[src/rtl/jtopl_pkg.sv]
// Shared register map, strobe encoding and bus wait defaults for the OPL register front end.
package jtopl_pkg;

   localparam int unsigned BUSY_W        = 8;
   localparam int unsigned ADDR_WAIT_DEF = 12;
   localparam int unsigned DATA_WAIT_DEF = 84;

   // Global registers as {bank, reg}
   localparam logic [8:0] REG_TEST      = 9'h001;
   localparam logic [8:0] REG_TIMER_A   = 9'h002;
   localparam logic [8:0] REG_TIMER_B   = 9'h003;
   localparam logic [8:0] REG_TIMER_CTL = 9'h004;
   localparam logic [8:0] REG_CSM       = 9'h008;
   localparam logic [8:0] REG_RHY       = 9'h0BD;
   localparam logic [8:0] REG_4OP       = 9'h104;
   localparam logic [8:0] REG_NEW       = 9'h105;

   typedef enum logic [3:0] {
      STB_NONE,
      STB_MULT,
      STB_KSL_TL,
      STB_AR_DR,
      STB_SL_RR,
      STB_WAV,
      STB_FNUMLO,
      STB_FNUMHI,
      STB_FBCON
   } stb_e;

   // Operator register group from reg[7:5]
   function automatic stb_e op_stb(input logic [2:0] grp);
      case (grp)
         3'd1:    op_stb = STB_MULT;
         3'd2:    op_stb = STB_KSL_TL;
         3'd3:    op_stb = STB_AR_DR;
         3'd4:    op_stb = STB_SL_RR;
         3'd7:    op_stb = STB_WAV;
         default: op_stb = STB_NONE;
      endcase
   endfunction

   // Channel register group from reg[7:4]
   function automatic stb_e ch_stb(input logic [3:0] hi);
      case (hi)
         4'hA:    ch_stb = STB_FNUMLO;
         4'hB:    ch_stb = STB_FNUMHI;
         4'hC:    ch_stb = STB_FBCON;
         default: ch_stb = STB_NONE;
      endcase
   endfunction

endpackage

[src/rtl/jtopl_busy.sv]
// Bus busy counter: loaded on every accepted write, counts down on cen.
// Ports: clk, rst (sync, active-high), cen, load/load_val (start a wait), busy (registered).
module jtopl_busy
   import jtopl_pkg::*;
(
   input  logic              clk,
   input  logic              rst,
   input  logic              cen,
   input  logic              load,
   input  logic [BUSY_W-1:0] load_val,
   output logic              busy
);

   logic [BUSY_W-1:0] cnt;

   // busy follows the count one clk late, so it stays high on the edge the count hits zero
   always_ff @(posedge clk) begin
      if (rst) begin
         cnt  <= '0;
         busy <= 1'b0;
      end else if (load) begin
         cnt  <= load_val;
         busy <= 1'b1;
      end else begin
         if (cen && cnt != '0) cnt <= cnt - BUSY_W'(1);
         busy <= (cnt != '0);
      end
   end

endmodule

[src/rtl/jtopl3_mmr.sv]
// OPL2/OPL3 register front end: bus write acceptance, register decode, update strobes
// and global register storage.
// Ports: clk, rst (sync, active-high), cen; bus din/addr/write; busy, wr_drop;
// up_data with sel_ch/sel_slot and one-clk up_* strobes; global register outputs.
module jtopl3_mmr
   import jtopl_pkg::*;
#(
   parameter int unsigned NCH       = 18,
   parameter int unsigned ADDR_WAIT = ADDR_WAIT_DEF,
   parameter int unsigned DATA_WAIT = DATA_WAIT_DEF
)(
   input  logic       clk,
   input  logic       rst,
   input  logic       cen,
   input  logic [7:0] din,
   input  logic [1:0] addr,
   input  logic       write,
   output logic       busy,
   output logic       wr_drop,
   output logic [7:0] up_data,
   output logic [4:0] sel_ch,
   output logic [5:0] sel_slot,
   output logic       up_fnumlo,
   output logic       up_fnumhi,
   output logic       up_fbcon,
   output logic       up_mult,
   output logic       up_ksl_tl,
   output logic       up_ar_dr,
   output logic       up_sl_rr,
   output logic       up_wav,
   output logic       opl3_en,
   output logic [5:0] fourop,
   output logic       wave_mode,
   output logic [7:0] value_A,
   output logic [7:0] value_B,
   output logic       load_A,
   output logic       load_B,
   output logic       flagen_A,
   output logic       flagen_B,
   output logic       clr_flag_A,
   output logic       clr_flag_B,
   output logic       rhy_en,
   output logic [4:0] rhy_kon,
   output logic       am_dep,
   output logic       vib_dep,
   output logic       note_sel,
   output logic       csm_en
);

   localparam bit DUAL = (NCH > 9);

   logic [7:0]        selreg;
   logic              selbank;
   logic              accept, acc_addr, acc_data;
   logic [BUSY_W-1:0] busy_val;
   stb_e              stb;
   logic              op_hit, ch_hit, bank1_off;
   logic [5:0]        slot_nx;
   logic [4:0]        ch_nx;

   assign accept   = write & ~busy & ~rst;
   assign acc_addr = accept & ~addr[0];
   assign acc_data = accept &  addr[0];
   assign busy_val = acc_addr ? BUSY_W'(ADDR_WAIT) : BUSY_W'(DATA_WAIT);

   jtopl_busy u_busy (
      .clk      (clk),
      .rst      (rst),
      .cen      (cen),
      .load     (accept),
      .load_val (busy_val),
      .busy     (busy)
   );

   // Decode the selected register into a strobe and its slot/channel index
   always_comb begin
      stb       = STB_NONE;
      op_hit    = 1'b0;
      ch_hit    = 1'b0;
      slot_nx   = '0;
      ch_nx     = '0;
      bank1_off = DUAL && selbank && !opl3_en && (selreg != REG_NEW[7:0]);
      if (op_stb(selreg[7:5]) != STB_NONE && selreg[2:0] <= 3'd5 && selreg[4:3] != 2'd3) begin
         op_hit  = 1'b1;
         stb     = op_stb(selreg[7:5]);
         slot_nx = (selbank ? 6'd18 : 6'd0) + 6'(selreg[4:3]) * 6'd6 + 6'(selreg[2:0]);
      end else if (ch_stb(selreg[7:4]) != STB_NONE && selreg[3:0] <= 4'd8) begin
         ch_hit = 1'b1;
         stb    = ch_stb(selreg[7:4]);
         ch_nx  = (selbank ? 5'd9 : 5'd0) + 5'(selreg[3:0]);
      end
   end

   // Register file and strobe generation
   always_ff @(posedge clk) begin
      if (rst) begin
         selreg     <= '0;
         selbank    <= 1'b0;
         wr_drop    <= 1'b0;
         up_data    <= '0;
         sel_ch     <= '0;
         sel_slot   <= '0;
         up_fnumlo  <= 1'b0;
         up_fnumhi  <= 1'b0;
         up_fbcon   <= 1'b0;
         up_mult    <= 1'b0;
         up_ksl_tl  <= 1'b0;
         up_ar_dr   <= 1'b0;
         up_sl_rr   <= 1'b0;
         up_wav     <= 1'b0;
         opl3_en    <= 1'b0;
         fourop     <= '0;
         wave_mode  <= 1'b0;
         value_A    <= '0;
         value_B    <= '0;
         load_A     <= 1'b0;
         load_B     <= 1'b0;
         flagen_A   <= 1'b1;
         flagen_B   <= 1'b1;
         clr_flag_A <= 1'b0;
         clr_flag_B <= 1'b0;
         rhy_en     <= 1'b0;
         rhy_kon    <= '0;
         am_dep     <= 1'b0;
         vib_dep    <= 1'b0;
         note_sel   <= 1'b0;
         csm_en     <= 1'b0;
      end else begin
         wr_drop   <= write & busy;
         up_fnumlo <= 1'b0;
         up_fnumhi <= 1'b0;
         up_fbcon  <= 1'b0;
         up_mult   <= 1'b0;
         up_ksl_tl <= 1'b0;
         up_ar_dr  <= 1'b0;
         up_sl_rr  <= 1'b0;
         up_wav    <= 1'b0;

         if (acc_addr) begin
            selreg  <= din;
            selbank <= DUAL ? addr[1] : 1'b0;
         end

         if (acc_data && !bank1_off) begin
            up_data <= din;
            case (stb)
               STB_MULT:   up_mult   <= 1'b1;
               STB_KSL_TL: up_ksl_tl <= 1'b1;
               STB_AR_DR:  up_ar_dr  <= 1'b1;
               STB_SL_RR:  up_sl_rr  <= 1'b1;
               STB_WAV:    up_wav    <= 1'b1;
               STB_FNUMLO: up_fnumlo <= 1'b1;
               STB_FNUMHI: up_fnumhi <= 1'b1;
               STB_FBCON:  up_fbcon  <= 1'b1;
               default: ;
            endcase
            if (op_hit) sel_slot <= slot_nx;
            if (ch_hit) sel_ch   <= ch_nx;
            case ({selbank, selreg})
               REG_TEST:    wave_mode <= din[5];
               REG_TIMER_A: value_A   <= din;
               REG_TIMER_B: value_B   <= din;
               REG_TIMER_CTL: begin
                  clr_flag_A <= din[7];
                  clr_flag_B <= din[7];
                  flagen_A   <= ~din[6];
                  flagen_B   <= ~din[5];
                  load_B     <= din[1];
                  load_A     <= din[0];
               end
               REG_CSM:     {csm_en, note_sel} <= din[7:6];
               REG_RHY:     {am_dep, vib_dep, rhy_en, rhy_kon} <= din;
               REG_4OP:     fourop  <= din[5:0];
               REG_NEW:     opl3_en <= din[0];
               default: ;
            endcase
         end

         // flag-clear request lasts until a quiet chip tick
         if (!accept && cen) begin
            clr_flag_A <= 1'b0;
            clr_flag_B <= 1'b0;
         end
      end
   end

endmodule
[config.mk]
export PLATFORM = sky130hd
export DESIGN_NAME = jtopl3_mmr
export DESIGN_NICKNAME = d
export VERILOG_FILES = /design/src/rtl/jtopl_pkg.sv /design/src/rtl/jtopl_busy.sv /design/src/rtl/jtopl3_mmr.sv
export SDC_FILE = /design/constraint.sdc
export NUM_CORES = 1
export LEC_CHECK = 0
export CAP_MARGIN = 40
export CORE_ASPECT_RATIO = 0.8
export CORE_UTILIZATION = 30
export DETAILED_ROUTE_END_ITERATION = 10
export GPL_TIMING_DRIVEN = 0
export PLACE_DENSITY = 0.55
export SKIP_CTS_REPAIR_TIMING = 1
export SYNTH_ARGS = -nofsm -noshare
export SYNTH_HDL_FRONTEND = slang
export SYNTH_SLANG_ARGS = --single-unit
export TNS_END_PERCENT = 30
[constraint.sdc]
create_clock -name clk -period 2.39 [get_ports clk]
set_input_delay 0.239 -clock clk [delete_from_list [all_inputs] [get_ports clk]]
set_output_delay 0.239 -clock clk [all_outputs]
set_load 0.01 [all_outputs]
**Word-level counts from Yosys, hierarchy flattened**

Cells that the tools add are included.

- $add $sub $neg: 4
- Multiply operators: 1
- Magnitude comparators: 2
- Equality and inequality tests: 26
- Multiplexer cells: 25
- Bitwise operators: 11
- Reductions and logical operators: 27

Operators with widths:

| operator | number |
|---|---|
| $reduce_and A2 Y1 | 10 |
| $eq A9 B2 Y1 const B | 2 |
| $eq A9 B9 Y1 const B | 2 |
| $eq A4 B3 Y1 const B | 4 |
| $eq A4 B4 Y1 const B | 4 |
| $mux W4 | 4 |
| $mux W8 | 2 |
| $mux W5 | 3 |
| $pmux W3 S5 | 1 |
| $mux W1 | 12 |
| $pmux W4 S3 | 1 |
| $eq A9 B1 Y1 const B | 1 |
| $eq A9 B3 Y1 const B | 1 |
| $eq A9 B4 Y1 const B | 1 |
| $eq A9 B8 Y1 const B | 1 |
| $eq A4 B2 Y1 const B | 2 |
| $logic_and A1 B1 Y1 | 8 |
| $ne A8 B3 Y1 const B | 1 |
| $reduce_bool A4 Y1 | 2 |
| $reduce_bool A8 Y1 | 1 |
| $sub A8 B1 Y8 const B | 1 |
| $mux W7 | 1 |
| $add A5 B5 Y6 | 1 |
| $add A6 B3 Y6 | 1 |
| 15 further kinds | 29 |

- Bits in registers: 85
- Input bits: 14
- Output and inout port bits: 69
- Word-level logic and storage cells: 128

**Logic depth before layout (Yosys ltp)**

- Word-level depth: 12
- Mapped depth: 9

**Hierarchy**

From an unflattened synthesis, not the netlist that was laid out.

- Cell total of the unflattened synthesis: 420
- Area total of the unflattened synthesis: 3832.4 um^2

By module, submodules not included:

| module | instances | cells an instance | area an instance (um^2) | sequential area each (um^2) |
|---|---|---|---|---|
| jtopl3_mmr | 1 | 361 | 3331.9 | 1521.5 |
| jtopl_busy | 1 | 59 | 500.5 | 180.2 |

**Least setup slack after synthesis**

Ideal clock, no wire load.

- Kind: reg2reg
- From: reg selreg[3]
- To: reg sel_slot[3]
- Setup time: 0.121 ns
- Data arrival time: 2.051 ns
- Required time: 2.269 ns
- Slack: 0.218 ns
- Stages on the path, launching flop included: 8
- Buffers on the path: 0
- Cells stage by stage: dfxtp_1 inv_1 ha_1 inv_1 ha_1 ha_1 fa_1 mux2_4

- Cells in the longest elaborated chain, start to end: 5

Ends and longest elaborated chain:

| what | line | source |
|---|---|---|
| from (decl) | jtopl3_mmr.sv:52 | `logic [7:0] selreg;` |
| from (signal assigned) | jtopl3_mmr.sv:140 | `selreg <= din;` |
| parallel branches: the longest is 5 deep, another holds $add A5 B5 Y6 | -- |  |
| to (signal assigned) | jtopl3_mmr.sv:157 | `if (op_hit) sel_slot <= slot_nx;` |
| to (decl) | jtopl3_mmr.sv:22 | `output logic [5:0] sel_slot,` |

Several ways; the timed one is not identified.
A chain may end at the register's enable or synchronous reset.

**Worst setup path after layout**

- From: reg selreg[0]
- To: reg sel_slot[2]

- Cells in the longest elaborated chain, start to end: 5

Ends and longest elaborated chain:

| what | line |
|---|---|
| $le A3 B3 Y1 or $ne A8 B3 Y1 (tied branches) | jtopl3_mmr.sv:83, jtopl3_mmr.sv:82 |
| $logic_and A1 B1 Y1 (on tied branches) | jtopl3_mmr.sv:83, jtopl3_mmr.sv:82 |
| $logic_and A1 B1 Y1 or $logic_not A1 Y1 (tied branches) | jtopl3_mmr.sv:83, jtopl3_mmr.sv:144 |
| $mux W1 or $logic_and A1 B1 Y1 (tied branches) | jtopl3_mmr.sv:83, jtopl3_mmr.sv:144 |
| $reduce_and A2 Y1 (no line) | -- |

Parallel ways exist; a longest one is shown, timed or not.

==> results.json <==
{
  "period_needed_ns": 2.28,
  "synth_nets": 428,
  "worstHoldStart": "rst",
  "p_per_area_mw_per_mm2": 629,
  "coreArea_sq_mm": 0.0122,
  "worst-r2r-cell-count": 5,
  "grt_first_pass_wirelength_mm": 16.6,
  "crit_slowest_cell": "o41a_4",
  "path_buf_inv": 1,
  "reg2reg_slack_ns": 0.11,
  "track_usage_pct": 16.9,
  "hpwl_mm": 7.54,
  "clockBufferDepth": 2,
  "r2r-start": "selreg[0]",
  "nFillCells": 1219,
  "top_usage_layer": "met2",
  "synthTopCellsByArea": "dfxtp_1, mux2i_1, nor2_1",
  "via_per_inst": 4.86,
  "layout_setup_ws_ns": 0.114,
  "synth_edf_count": 0,
  "fp.dieH_um": 102,
  "maxSlewViolCount": 0,
  "cts_tree": "built",
  "min_delay_path_depth": 3,
  "vdd.ir_drop.worst_v": 0.000297,
  "hp-class": "in2reg",
  "skew_ns": 0.00906,
  "htreeDepth": 3,
  "slowest_delay_ns": 0.48,
  "synthArstFlopShare_pct": 0,
  "met3_usage_pct": 6.39,
  "synth_cells": 401,
  "tns_ns": 0,
  "cp_top_family": "simple AND/OR/NAND/NOR gates",
  "synthDistinctLibCells": 50,
  "antenna_found_initial": 0,
  "portBuffers": 79,
  "initial_utilization_pct": 30.9,
  "worst_hold_path.endpoint": "sel_ch[0]",
  "ys_seq_elements": 85,
  "p_leak_nw": 1.94,
  "fin_crit_sh_pct": 95.3,
  "grt_overflow": 0,
  "ys.flop_type": "dfxtp_1",
  "cap_violations": 0,
  "num-nets-final": 521,
  "cts_root_buffer": "clkbuf_16",
  "cts.reportedPaths.clkPinSlew_ns": 0.06,
  "crit_type": "reg2reg",
  "setup_violations": 0,
  "worst_r2r_endpoint": "sel_slot[2]",
  "synth_area_per_cell_sq_um": 9.42,
  "grtUsageMet1_pct": 22.3,
  "startpoint_type": "register",
  "cp_cell_sequence": "clkbuf_1, nand3b_1, o41a_4, nor3_4, mux2_4",
  "synth_commonest_cells": "dfxtp_1, nor2_1, mux2i_1",
  "syn_to_final_growth_pct": 34.6,
  "die_w_um": 127,
  "die_area_sq_mm": 0.0130,
  "drc_errors": 0,
  "yosys.area.top_type": "dfxtp_1",
  "status": "completed",
  "rows": 36,
  "slew_headroom_pct": 54.3,
  "grt_pass1_vias": 3140,
  "first_iter_violations": 108,
  "ys_seq_area_share_pct": 45.0,
  "synth_area_sq_mm": 0.00378,
  "globalRouteMet2Util_pct": 25.9,
  "clk_latency_ns": 0.34,
  "wirelength_mm": 10.4,
  "synth.most_common_cell": "dfxtp_1",
  "ys_warn_count": 0,
  "crit_path_max_fanout": 9,
  "grt_max_degree": 14,
  "gp_congestion": 0.860,
  "crit_arrival_ns": 2.50,
  "hold_violations": 0,
  "ant_nets": 0,
  "post-place-ws_ns": -0.146,
  "avgRoutedWirePerCell_um": 15.6,
  "synth_top_area_share_pct": 45.0,
  "max_slew.worst_pin.slew_ns": 0.680,
  "end_kind": "register",
  "dr.pass1.iters": 4,
  "antenna_cells": 0,
  "cts_buffers": 9,
  "drive_gt1_share_pct": 7.03,
  "ios": 83,
  "rsz0062_at_grt": "yes",
  "critPathRequiredTime_ns": 2.62,
  "num_vias": 3249,
  "clkSinkCount": 85,
  "max_freq_mhz": 439
}
[where the power goes]
part           switching (mW)  total [mW]  internal [mW]
combinational           0.257       0.433          0.177
clock                   0.551        1.25          0.697
sequential             0.0497        1.52           1.47
[metrics by stage]
step | power, mW | hold WS [ns] | cell area [sq um] | util [%] | cells
floorplan | 1.83 | 0.338 | 3780 | - | 401
global route | 3.35 | 0.365 | 5080 | 41.6 | 669
global placement | 1.97 | 0.467 | 4780 | 39.2 | 651
CTS | 3.24 | 0.338 | 5050 | 41.3 | 667
finish | 3.20 | 0.346 | 5080 | 41.6 | 669
detailed placement | 1.98 | 0.467 | 4790 | 39.2 | 652
[layout by cell type, fill, tap and decap left out, types with 4 or more instances in the layout]
master / netlist / routed
dfxtp_1: 85 / 84
clkdlybuf4s50_1: 0 / 79
nor2_1: 42 / 42
mux2i_1: 31 / 31
clkbuf_1: 24 / 25
o21ai_0: 24 / 24
nand2_1: 23 / 23
nand3_1: 22 / 22
a21oi_1: 21 / 20
ha_1: 11 / 11
nor2b_1: 9 / 9
nand4_1: 9 / 9
a31oi_1: 9 / 9
clkbuf_16: 0 / 9
inv_1: 8 / 8
a211oi_1: 8 / 8
xor2_1: 6 / 6
nor4b_1: 5 / 5
o211ai_1: 5 / 5
nor3_1: 4 / 4
xnor2_1: 4 / 4
o31ai_1: 5 / 4
[layout make-up]
| type | instances | area, sq um | area share, % |
|---|---|---|---|
| clock inverters | 4 | 26.3 | 0.517 |
| inverters | 8 | 30.0 | 0.591 |
| plain buffers | 30 | 123 | 2.41 |
| well taps | 171 | 214 | 4.21 |
| clock buffers | 11 | 233 | 4.58 |
| multi-input cells | 278 | 1930 | 38.0 |
| repair buffers | 82 | 823 | 16.2 |
| flip-flops and latches | 85 | 1700 | 33.5 |
[flip-flops by register name, indices dropped and copies added, names as in the netlist, 5 cells and up]
signal      cells
u_busy.cnt      8
selreg          8
fourop          6
value_A         8
sel_ch          5
up_data         8
value_B         8
sel_slot        6
rhy_kon         5
[worst register-to-register path, cell delays in order (launching register included)]
cell      delay, ns
dfxtp_1        0.33
clkbuf_1       0.35
nand3b_1       0.33
o41a_4         0.48
nor3_4         0.34
mux2_4         0.34
[cells by family after synthesis]
| logic type | count (synthesis) | share of synthesized area (%) |
|---|---|---|
| adders and majority gates | 13 | 4.70 |
| buffers and inverters | 38 | 4.04 |
| muxes | 35 | 9.61 |
| xor gates and xnor gates | 10 | 2.32 |
| DFF | 85 | 45.0 |
| and+or+nand+nor | 140 | 20.5 |
| AOI/OAI and AO/OA | 80 | 13.7 |
[layer usage]
layer  wire length (um)  vias up  part of all wire (%)
met1               5060     1541                    49
met5                  0        -                     0
met3                770        6                   7.4
met2               4500       82                    43
met4                 70        0                  0.67
li1                   -     1620                     -
[worst max path at each step]
stage,startpoint,cells past startpoint,to,slack [ns]
floorplan,selreg[3],7,sel_slot[3],0.22
finish,selreg[0],5,sel_slot[2],0.11
global placement,write,7,selreg[3],-0.21
global route,selreg[0],6,up_data[6],-0.07
detailed placement,addr[0],5,rhy_kon[3],-0.15
CTS,selreg[3],8,sel_slot[4],0.02
Power figures use the tool's default switching activity.
